### src/rtl/vector_load_unit.sv
// Strided vector load: fetches WIDTH elements over an in-order memory port, packs them
// and issues one vector register file write. Optional lane masking under VLU_MASK_EN.
module vector_load_unit #(
   parameter int unsigned WIDTH  = 16,
   parameter int unsigned ADDR_W = 16
) (
   input  logic                         clk,
   input  logic                         rst,
   input  logic                         start,
   input  logic [ADDR_W-1:0]            base_addr,
   input  logic [ADDR_W-1:0]            stride,
   input  logic [4:0]                   vd,
`ifdef VLU_MASK_EN
   input  logic [WIDTH-1:0]             lane_mask,
`endif
   output logic                         busy,
   output logic                         done,
   output logic                         mem_req,
   output logic [ADDR_W-1:0]            mem_addr,
   input  logic                         mem_gnt,
   input  logic                         mem_rvalid,
   input  logic [WIDTH-1:0]             mem_rdata,
   output logic [4:0]                   RD,
   output logic [WIDTH-1:0][WIDTH-1:0]  WD,
   output logic                         WEV
);

   localparam int unsigned CW = $clog2(WIDTH + 1);
   localparam int unsigned LW = $clog2(WIDTH);

   typedef enum logic [1:0] {StIdle, StFetch, StWrite} state_e;

   state_e                      state_q, state_d;
   logic [ADDR_W-1:0]           base_q, base_d;
   logic [ADDR_W-1:0]           stride_q, stride_d;
   logic [4:0]                  rd_q, rd_d;
   logic [WIDTH-1:0][WIDTH-1:0] buf_q, buf_d;
   logic [CW-1:0]               req_cnt_q, req_cnt_d;
   logic [CW-1:0]               resp_cnt_q, resp_cnt_d;
   logic [WIDTH-1:0]            lane_en;

`ifdef VLU_MASK_EN
   logic [WIDTH-1:0]            mask_q, mask_d;
   assign lane_en = mask_q;
`else
   assign lane_en = '1;
`endif

   // Lowest enabled lane at or above 'from'; WIDTH when none remain.
   function automatic logic [CW-1:0] next_lane(input logic [WIDTH-1:0] en,
                                               input logic [CW-1:0]    from);
      logic [CW-1:0] lane;
      lane = CW'(WIDTH);
      for (int i = WIDTH - 1; i >= 0; i--) begin
         if (en[i] && (CW'(i) >= from)) lane = CW'(i);
      end
      return lane;
   endfunction

   logic [CW-1:0] req_lane;
   logic [CW-1:0] resp_lane;
   logic [CW-1:0] resp_next;
   logic          fetching;
   logic          resp_take;

   // Counters hold the next candidate lane; disabled lanes are skipped by next_lane.
   always_comb begin
      fetching  = (state_q == StFetch);
      req_lane  = next_lane(lane_en, req_cnt_q);
      resp_lane = next_lane(lane_en, resp_cnt_q);
      mem_req   = fetching && (req_lane < CW'(WIDTH));
      mem_addr  = mem_req ? (base_q + stride_q * ADDR_W'(req_lane)) : '0;
      resp_take = fetching && mem_rvalid && (resp_lane < CW'(WIDTH));
      resp_next = resp_take ? next_lane(lane_en, resp_lane + CW'(1)) : resp_lane;
   end

   always_comb begin
      state_d    = state_q;
      base_d     = base_q;
      stride_d   = stride_q;
      rd_d       = rd_q;
      buf_d      = buf_q;
      req_cnt_d  = req_cnt_q;
      resp_cnt_d = resp_cnt_q;
`ifdef VLU_MASK_EN
      mask_d     = mask_q;
`endif
      unique case (state_q)
         StIdle: begin
            if (start) begin
               base_d     = base_addr;
               stride_d   = stride;
               rd_d       = vd;
               buf_d      = '0;
               req_cnt_d  = '0;
               resp_cnt_d = '0;
`ifdef VLU_MASK_EN
               mask_d     = lane_mask;
`endif
               state_d    = StFetch;
            end
         end
         StFetch: begin
            if (mem_req && mem_gnt) req_cnt_d = req_lane + CW'(1);
            if (resp_take) begin
               buf_d[resp_lane[LW-1:0]] = mem_rdata;
               resp_cnt_d               = resp_lane + CW'(1);
            end
            if (resp_next == CW'(WIDTH)) state_d = StWrite;
         end
         StWrite: begin
            state_d = StIdle;
         end
         default: begin
            state_d = StIdle;
         end
      endcase
   end

   always_ff @(posedge clk or negedge rst) begin
      if (!rst) begin
         state_q    <= StIdle;
         base_q     <= '0;
         stride_q   <= '0;
         rd_q       <= '0;
         buf_q      <= '0;
         req_cnt_q  <= '0;
         resp_cnt_q <= '0;
`ifdef VLU_MASK_EN
         mask_q     <= '0;
`endif
      end else begin
         state_q    <= state_d;
         base_q     <= base_d;
         stride_q   <= stride_d;
         rd_q       <= rd_d;
         buf_q      <= buf_d;
         req_cnt_q  <= req_cnt_d;
         resp_cnt_q <= resp_cnt_d;
`ifdef VLU_MASK_EN
         mask_q     <= mask_d;
`endif
      end
   end

   assign busy = (state_q != StIdle);
   assign WEV  = (state_q == StWrite);
   assign done = WEV;
   assign RD   = rd_q;
   assign WD   = buf_q;

endmodule

### config.mk
export PLATFORM = sky130hd
export DESIGN_NAME = vector_load_unit
export DESIGN_NICKNAME = d
export VERILOG_FILES = /design/src/rtl/vector_load_unit.sv
export SDC_FILE = /design/constraint.sdc
export NUM_CORES = 1
export LEC_CHECK = 0
export ABC_AREA = 1
export CAP_MARGIN = 20
export CORE_ASPECT_RATIO = 1.5
export CORE_MARGIN = 1
export CORE_UTILIZATION = 56
export CTS_BUF_LIST = sky130_fd_sc_hd__clkbuf_8
export DETAILED_ROUTE_END_ITERATION = 10
export PLACE_DENSITY = 0.95
export SETUP_SLACK_MARGIN = 0.02
export SYNTH_ARGS = -nofsm -noshare
export SYNTH_HDL_FRONTEND = slang
export SYNTH_SLANG_ARGS = --single-unit
### constraint.sdc
create_clock -name clk -period 16.3 [get_ports clk]
set_input_delay 4.075 -clock clk [delete_from_list [all_inputs] [get_ports clk]]
set_output_delay 4.075 -clock clk [all_outputs]
set_load 0.01 [all_outputs]
# Yosys cells after proc, flatten, opt, wreduce, memory -nomap -nowiden
# Index checks and enable logic that the tools add are counted.
# word_totals
regBits	305
input_bits	58
output_inout_bits	281
word_cells	161
# op_classes
add_sub_neg	3
multipliers	1
magnitude_cmp	52
n_eq_ne	7
mux	64
n_reduce_logical	12
# op_table
operator	count
two-way mux 256 bit	2
one-hot mux 256 bit (2 select lines)	1
two-way mux 5 bit	52
bitwise mux 256 bit	1
greater-or-equal comparator 4 x 5 -> 1 bit (first input constant)	24
demux 16 bit (select 4 bit)	1
greater-or-equal comparator 3 x 5 -> 1 bit (first input constant)	12
two-way mux 16 bit	2
greater-or-equal comparator 1 x 5 -> 1 bit (first input constant)	6
greater-or-equal comparator 2 x 5 -> 1 bit (first input constant)	6
one-hot mux 5 bit (2 select lines)	2
adder 16 bit	1
multiplier 16 x 5 -> 16 bit	1
adder 5 x 1 -> 5 bit (second input constant)	2
less-than comparator 5 bit (second input constant)	2
!= test 2 x 1 -> 1 bit (second input constant)	3
AND reduction 3 bit	2
== test 5 bit (second input constant)	1
logical AND 1 bit	5
less-than comparator 4 x 5 -> 1 bit (second input constant)	1
greater-or-equal comparator 4 x 1 -> 1 bit (second input constant)	1
two-way mux 2 bit	2
one-hot mux 2 bit (2 select lines)	1
AND reduction 2 bit	2
5 further kinds	6

# Logic depth before layout (Yosys ltp)
# Gate-level depths: netlist (run 1).
# logic_depth
word_depth	39
mapped_depth	22

# Least setup slack after synthesis (run 1)
# No wires, ideal clock.
# synth_path
path_kind	register -> output
start	reg req_cnt_q[4]
end	out mem_addr[9]
t_arrival_ns	4.030
t_required_ns	12.225
setup_slack_ns	8.195
stages_incl_launch_ff	21
n_path_buf	2
cell_sequence	dfrtp_1 buf_2 inv_2 nand2_1 a21oi_2 clkbuf_1 nand2_1 fa_1 fa_1 fa_1 inv_1 ha_1 a21oi_1 inv_1 a31oi_1 inv_1 nand2_1 o211ai_1 nand2_1 nand2_1 nor2_1
# synth_via
elab_chain_cells	20
# synth_rtl
element	line_no	rtl
from (decl)	38	logic [CW-1:0] req_cnt_q, req_cnt_d;
from (signal assigned)	138	req_cnt_q <= req_cnt_d;
greater-or-equal comparator 4 x 5 -> 1 bit	55	if (en[i] && (CW'(i) >= from)) lane = CW'(i);
two-way mux 5 bit (15 in series)	55	
two-way mux 5 bit (*)	55	
multiplier 16 x 5 -> 16 bit / less-than comparator 5 bit (equally long branches)	72, 71	
adder 16 bit / logical AND 1 bit (equally long branches)	72, 71	
two-way mux 16 bit (*)	72	mem_addr = mem_req ? (base_q + stride_q * ADDR_W'(req_lane)) : '0;
to (decl)	19	output logic [ADDR_W-1:0] mem_addr,
# Mark *: on every way between the ends. The rest lies on a longest branch, timed or not.

# Worst setup path after layout (run 1)
# layout_path
start	reg req_cnt_q[4]
end	out mem_addr[13]
# The elaborated chain is that of the path after synthesis.

==> metrics.txt, run 1 <==
clock sinks=305; row cnt=71; number of buffers created by CTS=45; Main synth FF type=dfrtp_1; drt pass-1 iters=5; setup tns final=0 ps; sequential cell area fraction in the yosys report=53.8%; Clock Tree Buf Depth=3; DIE HEIGHT=197 µm; via count=12700; number of DRC markers in iteration 0=1055; WP data arrival=5620 ps; Cell Pwr Density=222 nW/µm²; core area=25000 µm²; I/O pin count=339; Critical Path Source=req_cnt_q[4]; type of the worst setup path=reg -> out; PostCTS Resize Cnt=0; largest family of logic cells by synthesized area=compound AO/OA/AOI/OAI gates; antenna violations before repair=2; gr ovfl total=0; XOR/XNOR Fraction of Synth Area=0.432%; adder-cell share of the synthesized area=9.03%; startpoint types=register; yosys warns=0; Final Net Count=1931; Root Buffer=clkbuf_8; Tcrit/Tclk final=59.5%; CP max FO=19; WP data required=12230 ps; Worst Hold Class=reg -> reg; clk_lat worst skew=610 ps; Synth Area in Compound Gates=13.9%; Worst slew margin=32.7%; RSZ-0062 raised after global routing=no; r2r startpoint=state_q[1]; simple-gate area share of the yosys netlist=12.1%; routability congestion estimate=0.876; Avg Cell Area, Syn=9.50 µm²; Mapped Area=14200 µm²; max cap viols=0; htree depth=2; antenna viol nets, final=0; crit-path cells=inv_2, nand2_1, a21oi_2, nand2_1, fa_1, inv_1, fa_1, fa_1, ha_1, a21oi_1, nor2_1, nor2_1, nand3_1, a21o_1, nand2_1, nand2_1, nor2_1, clkdlybuf4s50_1; post-synthesis register bit count=305; die area=26000 µm²; cell family with most CP delay=adder cells; port bufs=338; number of enable flip-flop cells after synthesis=0; area of the multi-input gates=5040 µm²; leakage=8.65 nW; Mapped Cells=1492; pin count of the biggest net entering global routing=186; die width=132 µm; VDD IR max=227 µV; Initial Util=56.8%; wire per inst=21.8 µm; share of Yosys cell area claimed by the top area cell type=53.8%; vias in the first global route=13200; min cycle time layout=9700 ps; P&R area growth vs syn=31.7%; clock slew at reported path FFs=60 ps; Comb power frac=54.9%; CP most frequent cell=nand2_1; Bufs and invs on worst path=3; DRC=0; Reg area=7630 µm²; CP max-delay cell=dfrtp_1; Sw Ratio=43.2%; Reg power frac=28.5%; clock network fraction of total power=16.6%; first-pass GRT wire length=72800 µm; post-layout util=74.8%; fmax=103 MHz; CP endpoint kind=output pin; area leader, netlist=dfrtp_1; Async S/R FF share, synth=100%; postcts setup bufs=0; Final Hold Vio Count=0; Int Power=2.36 mW; share of post-route cells with drive strength above 1=6.16%; post-synthesis mux area share=0%; outcome=completed; hold_buf cts=0; Routed WL=47100 µm; # fillers=1578; Worst Max-Slew Pin Slew=1010 ps; critical path's largest stage delay=620 ps; CTS tree=built; GRT Overall Usage=36.7%; total power=4.16 mW; Worst Hold Launch=RD[4]; Mapped Nets=1623; top cells by area, synth=dfrtp_1, o22ai_1, inv_1; Max Slew Vio Count=0; routed vias/inst=5.88; Setup Skew=46.1 ps; worst hold margin=497 ps; sw power=1.80 mW; # setup viols final=0; DP HPWL=30900 µm; Synth cell types=34
[worst register-to-register path, delay by kind of cell, from the launching register on]
kind / cells / cell delay [ps]
and+or+nand+nor: 4 / 2240
AOI/OAI and AO/OA: 1 / 570
buffers and inverters: 2 / 410
DFF: 1 / 370
[kinds of logic (layout without fill, tap and decap cells)]
kind of cell             count (synthesis)  after routing
AO/OA/AOI/OAI                          327            327
AND/OR/NAND/NOR                        398            398
XOR/XNOR                                 7              7
adder cells (fa/ha/maj)                 73             73
buffers and inverters                  382            724
flip-flops                             305            305
other                                    0              2
[power by group through the flow]
stage / clock [mW] / combinational, mW / sequential (mW)
after floorplan: 0 / 1.17 / 1.23
after global placement: 0 / 2.16 / 1.16
after detailed placement: 0 / 2.23 / 1.17
after CTS: 0.690 / 2.26 / 1.17
after global routing: 0.720 / 2.48 / 1.20
final: 0.689 / 2.28 / 1.18
[through the flow]
stage | area, µm² | cells | setup WS, ps
floorplan | 14200 | 1492 | 8200
global placement | 17600 | 2077 | 7020
detailed placement | 17600 | 2077 | 6880
CTS | 18600 | 2158 | 6260
global route | 18700 | 2164 | 6230
finish | 18700 | 2164 | 6600
[synthesized netlist by cell type, types with 2 or more instances]
cell / n
nand4_1: 4
nor2_2: 3
buf_4: 8
nand3_2: 7
a21oi_1: 15
buf_1: 5
o22ai_1: 196
inv_2: 2
o21ai_4: 3
nand2_2: 7
nand3_1: 102
buf_2: 31
nor2_1: 51
fa_1: 49
xnor2_1: 2
ha_1: 24
a21o_1: 3
dfrtp_1: 305
xor2_1: 5
o21ai_2: 10
nand3b_1: 2
clkbuf_1: 38
buf_6: 2
inv_1: 294
nand2_1: 220
o21ai_0: 96
[final cells by class]
cell class	count	share of cell area, %
Sequential cell	305	40.9
Multi-Input combinational cell	805	27.0
Timing Repair Buffer	345	18.6
Inverter	298	6.00
Clock buffer	59	4.35
Tap cell	328	2.20
Clock inverter	22	1.02
Antenna cell	2	0.0268
[cells in the final DEF, fill, tap and decap left out, types with 15 or more instances in the layout]
master,instances
nand3_1,102
nand2_1,219
o21ai_0,96
clkbuf_8,59
dfrtp_1,305
clkdlybuf4s50_1,337
ha_1,24
fa_1,49
o22ai_1,196
nor2_1,51
a21oi_1,15
inv_1,306
[metal layers]
metal | track usage [%] | share of wire [%]
met2 | 61.0 | 49
met3 | 8.74 | 8.8
met4 | 27.8 | 7.6
met5 | 0 | 0
met1 | 41.1 | 34
[registers in the layout, summed over array words and instances (netlist names)]
name,cells
base_q,16
resp_cnt_q,5
state_q,2
RD,5
req_cnt_q,5
WD,256
stride_q,16
[path summary, 6_finish.rpt]
path                                endpoint  slack (ps)  depth (start not counted)
worst max-delay path            mem_addr[13]        6600                         18
worst min-delay path                   RD[4]         500                          2
worst max register to register        WD[96]       12570                          7
worst min register to register         RD[4]         500                          2
max in group asynchronous          base_q[9]       11140                          2
min in group asynchronous            WD[121]        3530                          1
(Power assumes the default switching activity.)
==> run 2: changes to the inputs <==
--- a/config.mk
+++ b/config.mk
@@ -9,10 +9,10 @@
 export CAP_MARGIN = 20
 export CORE_ASPECT_RATIO = 1.5
 export CORE_MARGIN = 1
-export CORE_UTILIZATION = 56
+export CORE_UTILIZATION = 52
 export CTS_BUF_LIST = sky130_fd_sc_hd__clkbuf_8
 export DETAILED_ROUTE_END_ITERATION = 10
-export PLACE_DENSITY = 0.95
+export PLACE_DENSITY = 0.92
 export SETUP_SLACK_MARGIN = 0.02
 export SYNTH_ARGS = -nofsm -noshare
 export SYNTH_HDL_FRONTEND = slang
==> constraint.sdc (replaced) <==
create_clock -name clk -period 9.15 [get_ports clk]
set_input_delay 2.2875 -clock clk [delete_from_list [all_inputs] [get_ports clk]]
set_output_delay 2.2875 -clock clk [all_outputs]
set_load 0.01 [all_outputs]
==> run 2 against run 1 <==
  * Die area increased by 7.6%
  * Total power is 76% higher
  * Clock power rose by 64%
  * Hold slack worse by 15 ps
  * Sequential power increased by 78%
  * Sequential share of layout area grew 0.15 points
  * Critical path depth shrank 1
  * Routed wire length fell by 1.0%
  * Non-clock buffer count unchanged
  * Clock skew rose by 3.3 ps
==> metrics.txt, run 2 (same netlist as run 1, synthesis figures left out) <==
outcome=completed; worst hold margin=482 ps (-15.0 ps); number of DRC markers in iteration 0=946 (-10%); WP data arrival=5700 ps (+80 ps); PostCTS Resize Cnt=0 (unchanged); Initial Util=53.2% (-3.6 points); Reg area=7630 µm² (unchanged); critical path's largest stage delay=620 ps (about the same); fmax=125 MHz; CP most frequent cell=nor2_1; Cell Pwr Density=393 nW/µm² (+77%); end of the critical path=mem_addr[15]; # fillers=1841 (+17%); CP endpoint kind=output pin; hold depth=2 (unchanged); share of post-route cells with drive strength above 1=6.00% (-0.16 points); GRT Overall Usage=34.3% (-2.4 points); htree depth=2 (unchanged); max cap viols=0 (unchanged); area of the multi-input gates=5040 µm² (unchanged); port bufs=338 (unchanged); r2r startpoint=state_q[1]; Max Slew Vio Count=0 (unchanged); CP max-delay cell=dfrtp_1; CTS tree=built; DIE HEIGHT=204 µm (+3.7%); DRC=0 (unchanged); WP data required=6860 ps (-5370 ps); Critical Path Source=req_cnt_q[4]; antenna violations before repair=1 (-1); Clock Tree Buf Depth=3 (unchanged); Setup Skew=49.4 ps (+3.28 ps); die width=137 µm (+3.7%); Largest register FFs=256 (unchanged); type of the worst setup path=reg -> out; core area=26700 µm² (+6.8%); number of buffers created by CTS=45 (unchanged); Final Net Count=1931 (unchanged); Final Hold Vio Count=0 (unchanged); hold_buf cts=0 (unchanged); Routed WL=46700 µm (-1.0%); routability congestion estimate=0.937 (+7.0%); routed vias/inst=5.79 (-1.5%); Worst Max-Slew Pin Slew=1040 ps (+33.8 ps); crit-path cells=inv_2, nand2_1, a21oi_2, nand2_1, fa_1, fa_1, fa_1, inv_1, ha_1, a21oi_1, o21ai_0, a21oi_1, nor2_1, nor2_1, nor2_1, nor2_1, clkdlybuf4s50_1; P&R area growth vs syn=31.3%; first-pass GRT wire length=71800 µm (-1.3%); min cycle time layout=7990 ps; clock sinks=305 (unchanged); pin count of the biggest net entering global routing=189 (+1.6%); startpoint types=register; DP HPWL=30900 µm (-0.10%); R2R Path End=WD[111]; clk_lat worst skew=610 ps (about the same); Tcrit/Tclk final=87.3%; RSZ-0062 raised after global routing=no; # setup viols final=0 (unchanged); Root Buffer=clkbuf_8; wire per inst=21.5 µm (-1.3%); I/O pin count=339 (unchanged); gr ovfl total=0 (unchanged); r2r setup slk=5430 ps (-7140 ps); CP max FO=19 (unchanged); die area=27900 µm² (+7.6%); clock slew at reported path FFs=70 ps (about the same); drt pass-1 iters=5 (unchanged); total power=7.32 mW (+76%); Worst Hold Launch=RD[4]; leakage=8.62 nW (-0.34%); via count=12600 (-1.2%); Worst slew margin=30.7% (-2.1 points); antenna viol nets, final=0 (unchanged); postcts setup bufs=0 (unchanged); Worst Hold Class=reg -> reg; commonest non-fill, non-tap cell in the layout=clkdlybuf4s50_1; reg2reg path depth=7 (unchanged); setup tns final=0 ps (unchanged); row cnt=73 (+2.8%); vias in the first global route=13000 (-1.7%); post-layout util=69.8% (-5.1 points); VDD IR max=547 µV (+140%); commonest cells after routing, fill and taps aside=clkdlybuf4s50_1, inv_1, dfrtp_1
-- run 2: cell count changes in the layout (fill, tap and decap cells not counted), sizes merged --
cell and delta:
inv +3, diode -1, bufinv -2, clkinv +2, clkbuf -4
-- run 2: metal layers --
metal	track usage, %	routed length, µm	up-vias
li1	-	-	5455
met5	0	0	-
met3	8.93	4140	231
met4	26.0	3680	0
met2	55.0	22600	792
met1	39.0	16200	6088
-- run 2: power breakdown --
| part | internal (mW) | total (mW) | switching, mW |
|---|---|---|---|
| sequential | 1.78 | 2.10 | 0.318 |
| combinational | 1.75 | 4.08 | 2.33 |
| clock | 0.578 | 1.13 | 0.556 |
| total | 4.11 | 7.32 | 3.20 |
-- run 2: worst min-delay path by stage --
stage / endpoint / slack (ps)
final: RD[4] / 480
after global routing: base_q[0] / 520
after CTS: RD[4] / 490
after detailed placement: RD[4] / 470
after global placement: RD[4] / 460
after floorplan: base_q[0] / 460
-- run 2: stage by stage --
step	instances	cell area, µm²	worst slack (ps)
4_1_cts	2166	18500	822
2_1_floorplan	1492	14200	2830
5_1_grt	2171	18600	745
3_5_place_dp	2086	17600	1480
3_3_place_gp	2086	17600	1680
6_report	2171	18600	1160
-- run 2: final cells by class --
cell class              instances  share of cell area, %
diodes                          1                 0.0134
clock buffers                  55                   4.07
repair buffers                345                   18.7
well taps                     337                   2.27
clock inverters                25                  0.827
multi-input cells             805                   27.1
flip-flops and latches        305                   41.0
inverters                     298                   6.02
-- run 2: critical path: cells and delay by family (launching register included) --
kind | cells | cell delay, ps
adders and majority gates | 4 | 1960
DFF | 1 | 620
buffers and inverters | 3 | 790
and+or+nand+nor | 6 | 610
AOI/OAI and AO/OA | 4 | 1140
